File: src/rtl/iir_pkg.sv
// Shared constants and state encoding for the IIR cascade controller.
package iir_pkg;
  localparam int NCOEF = 5;
  localparam int C_B0  = 0;
  localparam int C_B1  = 1;
  localparam int C_B2  = 2;
  localparam int C_A1  = 3;
  localparam int C_A2  = 4;

  typedef enum logic [1:0] {
    IDLE = 2'd0,
    GAP  = 2'd1,
    CLR  = 2'd2
  } state_t;
endpackage

File: src/rtl/iir_coef_bank.sv
// Shadow/active coefficient banks: register-style shadow writes, whole-bank swap on strobe.
module iir_coef_bank
  import iir_pkg::*;
#(
  parameter int CASCADE_LEVEL = 2,
  parameter int CWIDTH        = 16,
  localparam int NK           = CASCADE_LEVEL * NCOEF,
  localparam int AW           = $clog2(NK)
) (
  input  logic                 clk,
  input  logic                 rstn,
  input  logic                 wr_en,
  input  logic [AW-1:0]        addr,
  input  logic [CWIDTH-1:0]    wdata,
  input  logic                 swap,
  output logic [NK*CWIDTH-1:0] coefs
);
  logic [NK-1:0][CWIDTH-1:0] shadow;
  logic [NK-1:0][CWIDTH-1:0] active;
  logic                      addr_ok;

  // addr space is a power of two, so indices past the last stage must be dropped
  assign addr_ok = (int'(addr) < NK);

  always_ff @(posedge clk or negedge rstn) begin
    if (!rstn) begin
      shadow <= '0;
      active <= '0;
    end else begin
      // swap reads the pre-edge shadow, so a write on the swap edge waits for the next commit
      if (swap) active <= shadow;
      for (int k = 0; k < NK; k++)
        if (wr_en && addr_ok && addr == AW'(k)) shadow[k] <= wdata;
    end
  end

  assign coefs = active;
endmodule

File: src/rtl/iir_cascade_ctrl.sv
// Front-end for iir_cascade: coefficient commit, sample metering, block enable.
// Define IIR_CLR_ON_COMMIT_EN to flush the cascade (block_en low 2 cycles) on every enabled commit.
module iir_cascade_ctrl
  import iir_pkg::*;
#(
  parameter int CASCADE_LEVEL = 2,
  parameter int DWIDTH        = 24,
  parameter int CWIDTH        = 16,
  parameter int SAMPLE_GAP    = 16
) (
  input  logic                                   clk,
  input  logic                                   rstn,
  input  logic                                   enable,
  input  logic                                   cfg_wr_en,
  input  logic [$clog2(CASCADE_LEVEL*NCOEF)-1:0] cfg_addr,
  input  logic [CWIDTH-1:0]                      cfg_wdata,
  input  logic                                   cfg_commit,
  output logic                                   cfg_busy,
  input  logic                                   s_vld,
  output logic                                   s_rdy,
  input  logic [DWIDTH-1:0]                      s_data,
  output logic                                   block_en,
  output logic [CASCADE_LEVEL*CWIDTH*NCOEF-1:0]  coefs,
  output logic                                   din_vld,
  output logic [DWIDTH-1:0]                      din
);
  localparam int CW = $clog2(SAMPLE_GAP + 1);

  state_t        state, state_n;
  logic [CW-1:0] cnt, cnt_n;
  logic          pend, pend_n;
  logic          swap, take, blk_n;

  iir_coef_bank #(
    .CASCADE_LEVEL (CASCADE_LEVEL),
    .CWIDTH        (CWIDTH)
  ) u_bank (
    .clk   (clk),
    .rstn  (rstn),
    .wr_en (cfg_wr_en),
    .addr  (cfg_addr),
    .wdata (cfg_wdata),
    .swap  (swap),
    .coefs (coefs)
  );

  assign s_rdy    = (state == IDLE) && enable && !pend;
  assign cfg_busy = pend;

  always_comb begin
    state_n = state;
    cnt_n   = cnt;
    pend_n  = pend;
    swap    = 1'b0;
    take    = 1'b0;
    case (state)
      IDLE: begin
        if (pend) begin
          swap   = 1'b1;
          pend_n = 1'b0;
`ifdef IIR_CLR_ON_COMMIT_EN
          if (enable) begin
            state_n = CLR;
            cnt_n   = CW'(1);
          end
`endif
        end else if (s_vld && s_rdy) begin
          take    = 1'b1;
          state_n = GAP;
          cnt_n   = CW'(SAMPLE_GAP - 1);
        end
      end
      GAP, CLR: begin
        if (cnt == '0) state_n = IDLE;
        else           cnt_n   = cnt - 1'b1;
      end
      default: state_n = IDLE;
    endcase
    // a commit already pending absorbs repeats, including one on the swap edge
    if (cfg_commit && !pend) pend_n = 1'b1;
    if (!enable) begin
      state_n = IDLE;
      cnt_n   = '0;
    end
  end

`ifdef IIR_CLR_ON_COMMIT_EN
  assign blk_n = enable && (state_n != CLR);
`else
  assign blk_n = enable;
`endif

  always_ff @(posedge clk or negedge rstn) begin
    if (!rstn) begin
      state    <= IDLE;
      cnt      <= '0;
      pend     <= 1'b0;
      din      <= '0;
      din_vld  <= 1'b0;
      block_en <= 1'b0;
    end else begin
      state    <= state_n;
      cnt      <= cnt_n;
      pend     <= pend_n;
      din_vld  <= take;
      block_en <= blk_n;
      if (take) din <= s_data;
    end
  end
endmodule

File: config.mk
export PLATFORM = sky130hd
export DESIGN_NAME = iir_cascade_ctrl
export DESIGN_NICKNAME = d
export VERILOG_FILES = /design/src/rtl/iir_pkg.sv /design/src/rtl/iir_coef_bank.sv /design/src/rtl/iir_cascade_ctrl.sv
export SDC_FILE = /design/constraint.sdc
export NUM_CORES = 1
export LEC_CHECK = 0
export BUFFER_PORTS_ARGS = -buffer_cell sky130_fd_sc_hd__buf_4
export CAP_MARGIN = 20
export CORE_ASPECT_RATIO = 0.9
export CORE_MARGIN = 4
export CORE_UTILIZATION = 55
export DETAILED_ROUTE_END_ITERATION = 10
export GPL_TIMING_DRIVEN = 0
export PLACE_DENSITY = 0.79
export SETUP_SLACK_MARGIN = 0.5
export SLEW_MARGIN = 20
export SYNTH_ARGS = -nofsm -noshare
export SYNTH_HDL_FRONTEND = slang
export SYNTH_SLANG_ARGS = --single-unit
File: constraint.sdc
create_clock -name clk -period 2.16 [get_ports clk]
set_clock_uncertainty 0.2 [all_clocks]
set_input_delay 0.108 -clock clk [delete_from_list [all_inputs] [get_ports clk]]
set_output_delay 0.108 -clock clk [all_outputs]
set_load 0.02 [all_outputs]
# Word-level counts from Yosys, hierarchy flattened
# Cells that the tools add are included.
[totals]
output_inout_bits = 188
word_cells = 84
reg_bits = 354
[op_classes]
reduce_logical = 23
order_cmp = 1
eq_ne = 16
n_addsub = 1
mux = 17
[ops]
columns = ["cell", "n"]
rows = [
  ["$mux 5", 4],
  ["$eq 4x3->1 const B", 4],
  ["$logic_and 1x1->1", 15],
  ["$pmux 5 s2", 1],
  ["$ne 3x3->1 const B", 3],
  ["$eq 4x2->1 const B", 2],
  ["$eq 4x4->1 const B", 2],
  ["$mux 2", 4],
  ["$mux 1", 7],
  ["$logic_not 5->1", 1],
  ["$sub 5x1->5 const B", 1],
  ["$eq 4x1->1 const B", 1],
  ["$logic_not 4->1", 1],
  ["$lt 4x4->1 const B", 1],
  ["$pmux 2 s2", 1],
  ["$reduce_and 4->1", 1],
  ["$ne 3x1->1 const B", 1],
  ["$ne 3x2->1 const B", 1],
  ["$reduce_and 3->1", 1],
  ["$eq 2x1->1 const B", 1],
  ["$eq 2x2->1 const B", 1],
  ["$logic_not 2->1", 1],
  ["$reduce_bool 2->1", 1],
  ["$reduce_or 2->1", 1],
  ["$logic_not 1->1", 1],
]

# Depth between registers and ports, before layout
[logic_depth]
word_depth = 8
ltp_mapped = 5
depth_no_buf = 5

# Modules after synthesis
# A second synthesis with hierarchy kept.
[hier_totals]
hier_cells = 794
hier_area_um2 = 13296.5
[modules_own_cells]
columns = ["mod", "seq_area_each_um2", "area_each_um2", "cells_per_inst", "instances"]
rows = [
  ["iir_coef_bank", 8007.7, 11981.5, 704, 1],
  ["iir_cascade_ctrl", 825.8, 1315.0, 90, 1],
]

# Least setup slack after synthesis
# OpenSTA, ideal clock, no wires.
[synth_timing]
path_kind = "flip-flop to flip-flop"
startpoint = "reg pend (netlist: cfg_busy)"
endpoint = "reg u_bank.active, in the netlist u_bank.coefs[0]"
path_slack_ns = 0.266
setup_ns = 0.125
n_path_buf = 3
period_less_slack_ns = 1.894
required_time_ns = 1.835
stages_incl_launch_ff = 6
arrival_time_ns = 1.569
path_cell_list = "dfrtp_1 -> nand2b_1 -> clkbuf_1 -> clkbuf_1 -> buf_2 -> mux2_2"
[synth_via]
elab_chain_len = 2
[synth_lines]
columns = ["element", "line_no", "source"]
rows = [
  ["start, declared", "iir_cascade_ctrl.sv:31", "logic pend, pend_n;"],
  ["start signal, assigned", "iir_cascade_ctrl.sv:104", "pend <= pend_n;"],
  ["$mux 1", "iir_cascade_ctrl.sv:58", "if (pend) begin"],
  ["$mux 1", "iir_cascade_ctrl.sv:56", "case (state)"],
  ["end signal, assigned", "iir_coef_bank.sv:31", "if (swap) active <= shadow;"],
  ["end, declared", "iir_coef_bank.sv:19", "logic [NK-1:0][CWIDTH-1:0] active;"],
]
# No other way between the ends.
# A chain may end at the register's enable or synchronous reset.

# Final worst setup path
[layout_timing]
startpoint = "reg pend (netlist: cfg_busy)"
endpoint = "reg din[16]"
[layout_via]
elab_chain_len = 6
[layout_lines]
columns = ["element", "line_no", "source"]
rows = [
  ["$logic_not 1->1", "iir_cascade_ctrl.sv:47", "assign s_rdy = (state == IDLE) && enable && !pend;"],
  ["$logic_and 1x1->1", "iir_cascade_ctrl.sv:47", ""],
  ["$logic_and 1x1->1", "iir_cascade_ctrl.sv:67", "end else if (s_vld && s_rdy) begin"],
  ["$mux 1", "iir_cascade_ctrl.sv:67", ""],
  ["$mux 1 (*)", "iir_cascade_ctrl.sv:58", ""],
  ["$mux 1 (*)", "iir_cascade_ctrl.sv:56", ""],
  ["end signal, assigned", "iir_cascade_ctrl.sv:107", "if (take) din <= s_data;"],
  ["end, declared", "iir_cascade_ctrl.sv:25", "output logic [DWIDTH-1:0] din"],
]
# Every way passes the cells marked *; elsewhere a longest branch is shown, timed or not.

==> summary.txt <==
Area Overhead vs Synth - 35.5%
Count of pins over their slew limit - 0
Avg Inst Size Synth - 16.8 µm²
Number of synthesized register bits - 353
Final instance area - 0.0180 mm²
Reg clk slew, reported paths - 60 ps
Critical path type - flop to flop
Die area - 0.0268 mm²
Synth async-reset ratio - 100%
Num ports - 238
Antenna Nets Post-Route - 0
Primary FF master, synth - dfrtp_1
Pleak - 8.58 nW
TritonCTS buffer count - 37
Cells after Synth - 793
Slowest CP cell - dfrtp_2
Crit path DAT - 1990 ps
Final setup vio count - 0
Worst hold slack - -610 ps
Pin count of the biggest net entering global routing - 101
Final Cycle Share - 83.0%
CTS sink count - 353
Final wirelength - 32,600 µm
Final worst path period need - 1790 ps
Post-Synthesis Net Count - 844
Worst-path fanout max - 5
Top-count cell post-synth - dfrtp_1
Util after Layout - 76.4%
DR pass1 iterations - 4
Count of cell types in the netlist - 34
Status - finished, violations left
CORE AREA - 0.0236 mm²
Synth Cell Area - 0.0133 mm²
Max Cap Violations - 0
P per Cell Area - 1320 mW/mm²
Row count - 53
Wire per inst - 22.5 µm
DR iter-0 viols - 399
Total track usage - 23.3%
Worst Tran Pin Value - 876 ps
Fin. Hold Viols - 276
Max Root-Sink Buffers - 3
Worst Setup End Kind - flop
Hold Crit Class - input pin to async pin
Detailed-route DRC error count - 0
Clock Root Buffer - clkbuf_16
Dpl cell area - 0.0156 mm²
Initial antenna violation count - 0
Violated checks - negative hold slack
Crit-path max cell delay - 460 ps
Die Span Y - 156 µm
Post-CTS Hold Fix Bufs - 35
Worst relative slew slack - 41.6%
Synth Warn # - 0
Initial core utilization - 56.4%
Placer Congestion - 0.780
Post-synth EDFFs - 0
H-tree depth - 2
Synth area leaders - dfrtp_1, mux2_2, mux2_4
Worst VDD drop - 0.000795 V
Dpl ws - 157 ps
GRT Residual Overflow - 0
Vias in the first global route - 8,390
Crit-path leading delay family - flip-flops
CTS tree - yes
Clk Latency, worst-skew pair - 510 ps
Global-route wire length before repair - 48,100 µm
CP Cell Sequence - and4bb_4, buf_8, buf_4, mux2_2
Die Wd - 172 µm
Count of buffers from port buffering - 221
Vias per inst - 5.46
Seq/Total Area, Yosys - 66.3%
# diodes - 0
Vias - 7,883
Synth top cells by count - dfrtp_1, mux2_2, buf_2, buf_1, mux2_4
R2R Setup Slk - 370 ps
CP Launch Type - flop
Layout cells sized above 1 - 61.6%
Crit path required time - 2360 ps
Fillers - 1,351
Post-DP HPWL - 19,500 µm
Worst Slack Setup Final - 367 ps
Worst Path Buf+Inv - 2
Peak Freq - 558 MHz
RSZ-0062 raised after global routing - true
Post-synth top area cell - dfrtp_1
Final #Nets - 1,173
Synth top area share - 66.3%
-- stage by stage --
| step | hold slack [ps] | TNS (ps) | std cells | power, mW |
|---|---|---|---|---|
| after floorplan | -388 | 0 | 793 | 13.7 |
| after global placement | 27.0 | -862030 | 1316 | 16.7 |
| after detailed placement | -66.6 | 0 | 1319 | 17.0 |
| after CTS | -593 | 0 | 1423 | 23.6 |
| after global routing | -556 | 0 | 1445 | 24.9 |
| final | -610 | 0 | 1445 | 23.8 |
-- layout make-up --
type	instances	area (µm²)	share of cell area [%]
sequential	353	8830	49.0
buffer	52	551	3.05
clock inverter	10	135	0.749
multi-input combinational	386	4400	24.4
inverter	2	7.51	0.0416
clock buffer	50	1040	5.79
tap	302	378	2.09
timing repair buffer	290	2700	14.9
-- cells in the final DEF, fill, tap and decap left out, types with 2 or more instances in the layout --
master,synthesis,final
dfrtp_1,353,352
mux2_2,335,304
buf_4,3,233
clkbuf_16,0,53
mux2_4,10,41
dlygate4sd3_1,0,35
buf_12,0,20
buf_1,17,16
buf_2,23,9
nand2_1,8,8
clkbuf_8,0,8
clkbuf_1,7,6
buf_16,0,5
buf_6,2,4
nand3b_1,4,4
clkinv_2,0,4
nand2b_1,4,3
buf_8,0,3
bufinv_16,0,3
inv_1,2,2
nor3b_2,1,2
nor2_2,2,2
a2bb2oi_1,3,2
inv_6,0,2
-- per-layer routing --
layer | wire length, µm | global-route usage, % | share of wire (%)
met2 | 16000 | 37.9 | 49
met1 | 14000 | 32.3 | 43
met3 | 1660 | 4.84 | 5.1
met4 | 911 | 6.89 | 2.8
met5 | 0 | 0 | 0
-- cell families after synthesis --
| logic type | count (synthesis) | share of synthesized area [%] |
|---|---|---|
| adder cells (fa/ha/maj) | 1 | 0.0940 |
| AO/OA/AOI/OAI | 8 | 0.479 |
| AND/OR/NAND/NOR | 32 | 1.69 |
| buffers and inverters | 54 | 1.94 |
| flip-flops | 353 | 66.3 |
| multiplexers | 345 | 29.5 |
-- final timing paths --
check,startpoint,endpoint,depth (start not counted)
worst max-delay path,cfg_busy,din[16],4
worst min-delay path,rstn,u_bank.shadow[19],1
worst max register to register,cfg_busy,din[16],4
worst min register to register,u_bank.shadow[24],u_bank.coefs[24],1
max in group asynchronous,rstn,u_bank.shadow[93],3
min in group clk,cfg_addr[2],u_bank.shadow[147],3
-- sequential cells by signal, summed over array words and instances (netlist names) --
name / flops
state: 1
din: 24
cnt: 5
cfg_busy: 1
u_bank.coefs: 160
din_vld: 1
u_bank.shadow: 160
block_en: 1
-- power breakdown --
group	leakage (nW)	total (mW)	switching [mW]	internal, mW
clock	0.581	6.20	2.47	3.73
combinational	3.67	7.66	3.65	4.01
sequential	4.33	9.96	1.25	8.71
-- timing repair --
action                                  CTS  global route
gates cloned                              3            16
endpoints found under the setup margin  184           159
resized for setup                        53            32
pin swaps                                 3             4
endpoints found under the hold margin   332            85
setup buffers                             6             6
No activity file was read; power rests on OpenSTA's default activity.
